--- src/rtl/ascon_output_collector_pkg.sv ---
// Shared types and constants for the Ascon serial output collector.
// Holds the FSM encoding, default stream widths and width helpers.
package ascon_output_collector_pkg;

    typedef enum logic [1:0] {
        IDLE  = 2'd0,
        SHIFT = 2'd1,
        HOLD  = 2'd2
    } state_e;

    localparam int DEF_DATA_W = 128;
    localparam int DEF_TAG_W  = 128;

    function automatic int clog2(input int v);
        int r;
        r = 0;
        while ((1 << r) < v) r++;
        return r;
    endfunction

    function automatic int max_int(input int a, input int b);
        return (a > b) ? a : b;
    endfunction

endpackage

--- src/rtl/ascon_rise_detect.sv ---
// Registered rising-edge detector: one-cycle pulse on a 0->1 transition of d.
module ascon_rise_detect (
    input  logic clk,
    input  logic rst,
    input  logic d,
    output logic rise
);

    logic d_q;

    always_ff @(posedge clk or negedge rst) begin
        if (!rst) d_q <= 1'b0;
        else      d_q <= d;
    end

    assign rise = d & ~d_q;

endmodule

--- src/rtl/ascon_output_collector.sv ---
// Deserialises the Ascon core's serial data/tag streams into parallel words,
// presents them on valid/ready and checks the tag in decrypt mode.
module ascon_output_collector
    import ascon_output_collector_pkg::*;
#(
    parameter int DATA_W = DEF_DATA_W,
    parameter int TAG_W  = DEF_TAG_W
) (
    input  logic              clk,
    input  logic              rst,
    input  logic              ser_data_i,
    input  logic              ser_tag_i,
    input  logic              core_ready_i,
    input  logic              decrypt_i,
    input  logic [TAG_W-1:0]  exp_tag_i,
    output logic [DATA_W-1:0] out_data_o,
    output logic [TAG_W-1:0]  out_tag_o,
    output logic              tag_ok_o,
    output logic              out_valid_o,
    input  logic              out_ready_i,
    output logic              busy_o,
    output logic              overrun_o,
    input  logic              clr_ovr_i
);

    localparam int N     = max_int(DATA_W, TAG_W);
    localparam int CNT_W = clog2(N + 1);
    localparam logic [CNT_W-1:0] LAST = CNT_W'(N - 1);
    localparam logic [CNT_W-1:0] DW_C = CNT_W'(DATA_W);
    localparam logic [CNT_W-1:0] TW_C = CNT_W'(TAG_W);

    state_e             state_q, state_d;
    logic [CNT_W-1:0]   cnt_q, cnt_d, idx;
    logic [DATA_W-1:0]  data_q, data_d;
    logic [TAG_W-1:0]   tag_q, tag_d;
    logic               dec_q, dec_d, dec_eff;
    logic               valid_q, valid_d;
    logic               ok_q, ok_d;
    logic               ovr_q, ovr_d;
    logic               rise, start, cap, ovr_set;

    ascon_rise_detect u_ready_rise (
        .clk  (clk),
        .rst  (rst),
        .d    (core_ready_i),
        .rise (rise)
    );

    always_comb begin
        state_d = state_q;
        cnt_d   = cnt_q;
        data_d  = data_q;
        tag_d   = tag_q;
        dec_d   = dec_q;
        valid_d = valid_q;
        ok_d    = ok_q;
        start   = 1'b0;
        cap     = 1'b0;
        ovr_set = 1'b0;

        case (state_q)
            IDLE:  start = rise;
            SHIFT: begin
                cap     = 1'b1;
                ovr_set = rise;
            end
            HOLD: begin
                if (out_ready_i) begin
                    valid_d = 1'b0;
                    state_d = IDLE;
                    start   = rise;
                end else begin
                    ovr_set = rise;
                end
            end
            default: state_d = IDLE;
        endcase

        // A start is simply a capture of bit index 0 with a freshly latched mode.
        idx     = start ? '0 : cnt_q;
        dec_eff = start ? decrypt_i : dec_q;
        if (start) dec_d = decrypt_i;

        if (start || cap) begin
            if (idx < DW_C) data_d = (data_q << 1) | DATA_W'(ser_data_i);
            if (idx < TW_C) tag_d  = (tag_q << 1) | TAG_W'(ser_tag_i);
            cnt_d = idx + 1'b1;
            if (idx == LAST) begin
                state_d = HOLD;
                valid_d = 1'b1;
                ok_d    = dec_eff ? (tag_d == exp_tag_i) : 1'b1;
            end else begin
                state_d = SHIFT;
            end
        end

        ovr_d = ovr_set ? 1'b1 : (clr_ovr_i ? 1'b0 : ovr_q);
    end

    always_ff @(posedge clk or negedge rst) begin
        if (!rst) begin
            state_q <= IDLE;
            cnt_q   <= '0;
            data_q  <= '0;
            tag_q   <= '0;
            dec_q   <= 1'b0;
            valid_q <= 1'b0;
            ok_q    <= 1'b0;
            ovr_q   <= 1'b0;
        end else begin
            state_q <= state_d;
            cnt_q   <= cnt_d;
            data_q  <= data_d;
            tag_q   <= tag_d;
            dec_q   <= dec_d;
            valid_q <= valid_d;
            ok_q    <= ok_d;
            ovr_q   <= ovr_d;
        end
    end

    assign out_data_o  = data_q;
    assign out_tag_o   = tag_q;
    assign tag_ok_o    = ok_q;
    assign out_valid_o = valid_q;
    assign busy_o      = (state_q == SHIFT);
    assign overrun_o   = ovr_q;

endmodule

--- config.mk ---
export PLATFORM = sky130hd
export DESIGN_NAME = ascon_output_collector
export DESIGN_NICKNAME = d
export VERILOG_FILES = /design/src/rtl/ascon_output_collector_pkg.sv /design/src/rtl/ascon_rise_detect.sv /design/src/rtl/ascon_output_collector.sv
export SDC_FILE = /design/constraint.sdc
export NUM_CORES = 1
export LEC_CHECK = 0
export CAP_MARGIN = 20
export CORE_MARGIN = 2
export CORE_UTILIZATION = 40
export CTS_CLUSTER_SIZE = 16
export DETAILED_ROUTE_END_ITERATION = 10
export GPL_TIMING_DRIVEN = 0
export PLACE_DENSITY = 0.69
export SYNTH_ARGS = -nofsm -noshare
export SYNTH_HDL_FRONTEND = slang
export SYNTH_SLANG_ARGS = --single-unit
--- constraint.sdc ---
create_clock -name clk -period 3 [get_ports clk]
set_clock_uncertainty 0.15 [all_clocks]
set_input_delay 0.6 -clock clk [delete_from_list [all_inputs] [get_ports clk]]
set_output_delay 0.6 -clock clk [all_outputs]
set_load 0.02 [all_outputs]
==> results.py, run 1 <==
metrics = {
    "worst_setup_path": {
        "reg2reg_from": "out_tag_o[23]",
        "slowest_stage": "a222oi_1",
        "cp_cell_sequence": "clkdlybuf4s50_1 -> inv_1 -> a222oi_1 -> nand4_1 -> o31a_1 -> nor4_2 -> o211ai_1 -> o21bai_2",
        "required_ns": 3.34,
        "slowest_delay_ns": 0.68,
        "cp_num_cells": 8,
        "startpoint_type": "primary input",
        "r2r-end": "tag_ok_o",
        "cp.arrival_ns": 3.42,
        "end_kind": "flip-flop",
        "critPathTopFamily": "compound AO/OA/AOI/OAI gates",
        "ff2ff_setup_slack_ns": -0.04,
        "critPathKind": "in2reg",
        "path_buf_inv": 2,
        "crit_path_max_fanout": 3,
        "reg2regPathDepth": 7,
    },
    "logic_synthesis": {
        "synth-warning-count": 0,
        "syn_area_um2": 13560,
        "ys.flop_type": "dfrtp_1",
        "ys_seq_area_share_pct": 50.00,
        "synth_top_area_cell": "dfrtp_1",
        "synth_cell_types": 64,
        "yosys.cell_count.top_type": "dfrtp_1",
        "netlist_instances": 1194,
        "postSynth.asyncResetShare_pct": 100.0,
        "ys_top_cells_by_area": "dfrtp_1, mux2_2, xnor2_1",
        "netlist_top_cells_count": "dfrtp_1, mux2_2, nand2_1, inv_1, xnor2_1",
        "syn_nets": 1334,
        "synth_edf_count": 0,
        "avgSynthCellArea_um2": 11.36,
        "ys_ff_latch": 271,
        "synth_top_area_share_pct": 50.00,
    },
    "drt": {
        "ant_nets": 0,
        "wl_um": 60360,
        "drc_errors": 0,
        "first_pass_iters": 5,
        "viasPerCell": 5.600,
        "wl_per_cell_um": 28.74,
        "vias": 11760,
        "drtIter0Drc": 936,
    },
    "clocking": {
        "cts_buffer_depth": 3,
        "clkSinkCount": 271,
        "clk_pin_slew_ns": 0.06,
        "cts-root-buf": "clkbuf_16",
        "clock_latency_ns": 0.58,
        "cts_buffers": 30,
        "h-tree-depth": 1,
        "cts_tree": "done",
    },
    "global_routing": {
        "grt_pass1_wl_um": 86170,
        "grt_overflow": 0,
        "grt_max_degree": 120,
        "grt_antenna_before_repair": 1,
        "globalRouteTotalUtil_pct": 33.65,
        "first_global_vias": 12145,
    },
    "job": {
        "drv_cap": 0,
    },
    "cells_and_area": {
        "num_antenna_cells": 0,
        "stdcell_count": 2100,
        "fill_cells": 2884,
        "multi_input_area_um2": 6321,
        "areaGrowthSynthToFinish_pct": 42.78,
        "final_layout_size_suffix_gt1_share_pct": 19.79,
        "regArea_um2": 6782,
        "fin_nets": 1769,
    },
    "timing": {
        "fmax_mhz": 324.0,
        "hold_viol": 0,
        "period_share_pct": 102.9,
        "setup_ws_ns": -0.08646,
        "setup_viol": 1,
        "drv_slew": 0,
        "fin_crit_ns": 3.086,
        "tightest_slew_ns": 0.9386,
        "relSlewSlack_pct": 37.27,
    },
    "floorplanning": {
        "die_area_um2": 35400,
        "core_um2": 33450,
        "rows": 67,
        "die_w_um": 188.2,
        "die_h_um": 188.2,
        "start_util_pct": 40.55,
        "io_pins": 396,
    },
    "power_and_ir_drop": {
        "p_per_area_nw_per_um2": 983.3,
        "p_leak_nw": 8.519,
        "vdd_drop_max_mv": 0.7167,
        "finalPower_w": 0.01904,
    },
    "place": {
        "gp_congestion": 1.005,
        "placed_cells": 2039,
        "port_buffers": 395,
        "place_hpwl_um": 47850,
    },
    "worst_hold_path": {
        "min_to": "dec_q",
        "holdCritStartpoint": "dec_q",
        "worstHoldPathType": "reg2reg",
        "whs_path_depth": 2,
    },
    "run_status": {
        "violations": "setup timing",
        "outcome": "finished, violations left",
    },
}
-- how the worst max path moves through the flow --
| stage | startpoint | endpoint | slack [ns] |
|---|---|---|---|
| 2_1_floorplan | state_q[0] | tag_ok_o | 0.34 |
| 3_3_place_gp | rst | out_data_o[68] | -10.69 |
| 3_5_place_dp | core_ready_i | tag_ok_o | -0.96 |
| 4_1_cts | state_q[0] | tag_ok_o | -0.13 |
| 5_1_grt | state_q[0] | tag_ok_o | -0.005 |
| 6_report | exp_tag_i[79] | tag_ok_o | -0.09 |
-- routing by layer --
metal  GRT usage [%]  vias up  part of all wire (%)
li1                -     5110                     -
met1           43.06     5868                    40
met2           54.14      645                    46
met3           8.815      137                   9.4
met4           13.90        0                   4.9
met5               0        -                     0
-- area by class of cell --
type,instances,share of cell area [%]
sequential,271,35.02
multi-input combinational,789,32.64
timing repair buffer,404,21.11
clock buffer,45,4.587
tap,448,2.894
inverter,91,1.764
buffer,42,1.344
clock inverter,10,0.6460
-- state kept, by name, indices dropped and copies added, names as in the netlist --
signal and flops:
u_ready_rise.d_q 1, out_data_o 128, out_tag_o 128, state_q 2
overrun_o 1, tag_ok_o 1, out_valid_o 1, dec_q 1
cnt_q 8
-- kinds of logic after synthesis --
logic type | after synthesis | synth area share, %
flops | 271 | 50.00
simple gates | 255 | 9.639
mux | 224 | 18.44
compound gates | 190 | 9.686
buf+inv | 134 | 4.382
xor+xnor | 116 | 7.490
fa+ha+maj | 4 | 0.3690
-- per-stage QoR --
stage	setup WS (ns)	hold WS [ns]	setup TNS, ns	utilization, %	cell area (um2)
floorplan	0.3402	0.1544	0	-	13560
global placement	-10.69	0.3057	-2964.71	54.05	18080
detailed placement	-0.9639	0.3088	-78.45	54.23	18140
CTS	-0.1327	0.3233	-0.1327	57.36	19190
global route	-0.004942	0.3710	-0.004942	57.90	19370
finish	-0.08646	0.3218	-0.08646	57.90	19370
-- report_power, final --
part           internal [W]  total [W]  switching [W]
sequential          0.00462    0.00644        0.00181
clock               0.00228    0.00382        0.00154
combinational       0.00401    0.00879        0.00478
-- worst reg2reg max path: stages (launching register included) --
cell	delay, ns
dfrtp_1	0.47
inv_1	0.17
a222oi_1	0.75
nand4_1	0.25
o31a_1	0.31
nor4_2	0.35
o211ai_1	0.31
o21bai_2	0.20
-- timing repair --
action,in CTS,in global routing
hold buffers,1,0
buffers inserted,0,6
endpoints found under the hold margin,85,0
resized for setup,6,29
endpoints found under the setup margin,107,53
pin swaps,1,8
-- cells in the final DEF, fill, tap and decap left out, types with 15 or more instances in the layout --
| cell | netlist | layout |
|---|---|---|
| dfrtp_1 | 271 | 271 |
| xor2_1 | 54 | 54 |
| clkbuf_16 | 0 | 31 |
| clkbuf_1 | 8 | 15 |
| mux2_2 | 207 | 207 |
| inv_1 | 88 | 88 |
| nand2b_1 | 19 | 19 |
| o22ai_1 | 36 | 36 |
| clkdlybuf4s50_1 | 0 | 391 |
| a21oi_1 | 21 | 21 |
| nor2b_1 | 39 | 39 |
| mux2i_1 | 17 | 16 |
| nor4_1 | 26 | 23 |
| nand4_1 | 22 | 22 |
| buf_2 | 28 | 24 |
| o21ai_0 | 55 | 55 |
| nand2_1 | 105 | 104 |
| xnor2_1 | 62 | 62 |
Power figures use the tool's default switching activity.
==> inputs of run 2 (changes only) <==
Settings changed: CORE_UTILIZATION 40 to 30, CTS_BUF_LIST set to sky130_fd_sc_hd__clkbuf_4, PLACE_DENSITY 0.69 to not set.
==> run 2 against run 1 <==
Compared with the run above:
- the run still ends with setup timing left
- flip-flop and latch count unchanged
- maximum frequency increased by 2.5%
- power fell by 0.24%
- sequential share of layout area down 0.42 points
- first-iteration DRC count is 13% higher
- count of clock-buffer cells in the layout is 71 higher
- combinational power grew 2%
- critical path depth is 1 higher
- routed wire length rose by 8.0%
- clock power is 5.8% lower
- critical path type unchanged
- largest cell class unchanged
==> results.py, run 2 (synthesis results as in run 1) <==
metrics = {
    "clocking": {
        "clkSinkCount": 271,
        "cts_tree": "done",
        "clk_pin_slew_ns": 0.07,
        "cts_buffer_depth": 3,
        "h-tree-depth": 3,
        "cts_buffers": 81,
        "clock_latency_ns": 0.79,
        "cts-root-buf": "clkbuf_4",
    },
    "timing": {
        "fmax_mhz": 332.1,
        "whs_ns": 0.1915,
        "drv_slew": 0,
        "fin_crit_ns": 3.011,
        "hold_viol": 0,
        "tightest_slew_ns": 0.9200,
        "setup_viol": 1,
        "setup_ws_ns": -0.01125,
        "relSlewSlack_pct": 38.10,
        "period_share_pct": 100.4,
        "rsz0062_at_grt": "yes",
    },
    "floorplanning": {
        "rows": 77,
        "die_area_um2": 46930,
        "start_util_pct": 30.54,
        "die_w_um": 216.6,
        "io_pins": 396,
        "die_h_um": 216.6,
        "core_um2": 44410,
    },
    "global_routing": {
        "grt_pass1_wl_um": 91990,
        "grt_antenna_before_repair": 7,
        "globalRouteTotalUtil_pct": 27.51,
        "grt_overflow": 0,
        "grt_max_degree": 118,
        "first_global_vias": 12663,
    },
    "power_and_ir_drop": {
        "p_sw_w": 0.008406,
        "p_int_w": 0.01059,
        "p_per_area_nw_per_um2": 969.0,
        "p_clk_share_pct": 18.9,
        "seqPwrFrac_pct": 33.8,
        "sw_frac_of_total_pct": 44.25,
        "p_leak_nw": 8.626,
        "vdd_drop_max_mv": 0.4739,
        "power_frac_comb_pct": 47.3,
    },
    "worst_setup_path": {
        "critPathKind": "in2reg",
        "crit_path_max_fanout": 3,
        "required_ns": 3.54,
        "cp_cell_sequence": "clkdlybuf4s50_1 -> nand2b_1 -> o2111ai_1 -> a2111oi_1 -> nand4_1 -> o31a_1 -> nor4_4 -> o211ai_1 -> o21bai_2",
        "ff2ff_setup_slack_ns": 0.04,
        "slowest_delay_ns": 0.70,
        "end_kind": "flip-flop",
        "cp.arrival_ns": 3.55,
        "slowest_stage": "clkdlybuf4s50_1",
        "startpoint_type": "primary input",
    },
    "drt": {
        "viasPerCell": 5.252,
        "drc_errors": 0,
        "drtIter0Drc": 1060,
        "ant_nets": 0,
        "first_pass_iters": 5,
        "wl_per_cell_um": 27.93,
        "vias": 12258,
        "wl_um": 65190,
    },
    "worst_hold_path": {
        "worstHoldPathType": "in2async",
    },
    "cells_and_area": {
        "final_layout_size_suffix_gt1_share_pct": 23.53,
        "mostFrequentLayoutCells": "clkdlybuf4s50_1, dfrtp_1, mux2_2",
        "areaGrowthSynthToFinish_pct": 44.55,
        "fin_nets": 1825,
        "layout_commonest_cell": "clkdlybuf4s50_1",
        "fill_cells": 4295,
    },
    "run_status": {
        "outcome": "finished, violations left",
        "violations": "setup timing",
    },
    "place": {
        "port_buffers": 395,
        "post-place-ws_ns": -1.031,
        "gp_congestion": 0.9944,
        "place_hpwl_um": 51220,
    },
    "job": {
        "drv_cap": 0,
    },
}
[run 2: cell count changes in the layout (fill, tap and decap cells not counted), moves of 4 or more]
cell / previous run / this run
clkbuf_4: 3 / 118
clkbuf_1: 15 / 7
clkinv_1: 1 / 16
clkbuf_8: 6 / 0
diode_2: 0 / 4
clkinv_2: 7 / 0
buf_4: 6 / 13
clkbuf_16: 31 / 0
[run 2: stage by stage]
step	area (um2)	TNS [ns]	utilization (%)	cells	total power, W
finish	19610	-0.01125	44.15	2334	0.01900
floorplan	13560	0	-	1194	0.01049
CTS	19430	-0.07490	43.74	2324	0.01898
global placement	18260	-3086.89	41.11	2181	0.01510
global route	19600	-0.03656	44.13	2331	0.01991
detailed placement	18330	-111.01	41.27	2184	0.01518
[run 2: worst max-delay path: cells and delay by family]
| family | cells | cell delay (ns) |
|---|---|---|
| AO/OA/AOI/OAI | 5 | 1.45 |
| AND/OR/NAND/NOR | 3 | 0.78 |
| buffers and inverters | 1 | 0.70 |
[run 2: cell type report]
class / count / area [um2] / area share, %
clock inverter: 20 / 132.6 / 0.6764
tap: 592 / 740.7 / 3.778
sequential: 271 / 6784 / 34.60
inverter: 91 / 341.6 / 1.742
multi-input combinational: 789 / 6352 / 32.40
clock buffer: 116 / 870.8 / 4.441
timing repair buffer: 409 / 4109 / 20.96
antenna: 4 / 10.01 / 0.05105
buffer: 42 / 266.5 / 1.359
[run 2: repair_timing]
action	in CTS	in global routing
resized for setup	15	23
setup endpoints to repair	145	70
hold buffers	1	0
hold endpoints to repair	62	0
pin swaps	4	10
gates cloned	0	0
buffers inserted	3	7
[run 2: worst paths after layout]
kind,from,to,cells after the start
max reg2reg,out_tag_o[36],tag_ok_o,8
min reg2reg,dec_q,dec_q,2
max,exp_tag_i[69],tag_ok_o,9
min in group clk,core_ready_i,u_ready_rise.d_q,1
min,rst,out_tag_o[125],2
max in group asynchronous,rst,out_data_o[75],3
[run 2: layer usage]
metal  part of all wire, %  track usage [%]  vias up
met2                    47            44.69      616
met1                    39            33.39     6215
met5                 0.055                0        -
li1                      -                -     5262
met4                   4.8            13.31        6
met3                   8.7            8.084      159
[run 2: power by group through the flow]
stage	logic, W	registers [W]	clock network (W)
3_5_place_dp	0.00873	0.00645	0
4_1_cts	0.00884	0.00639	0.00375
5_1_grt	0.00941	0.00655	0.00395
6_report	0.00898	0.00642	0.00360
3_3_place_gp	0.00869	0.00642	0
2_1_floorplan	0.00375	0.00674	0
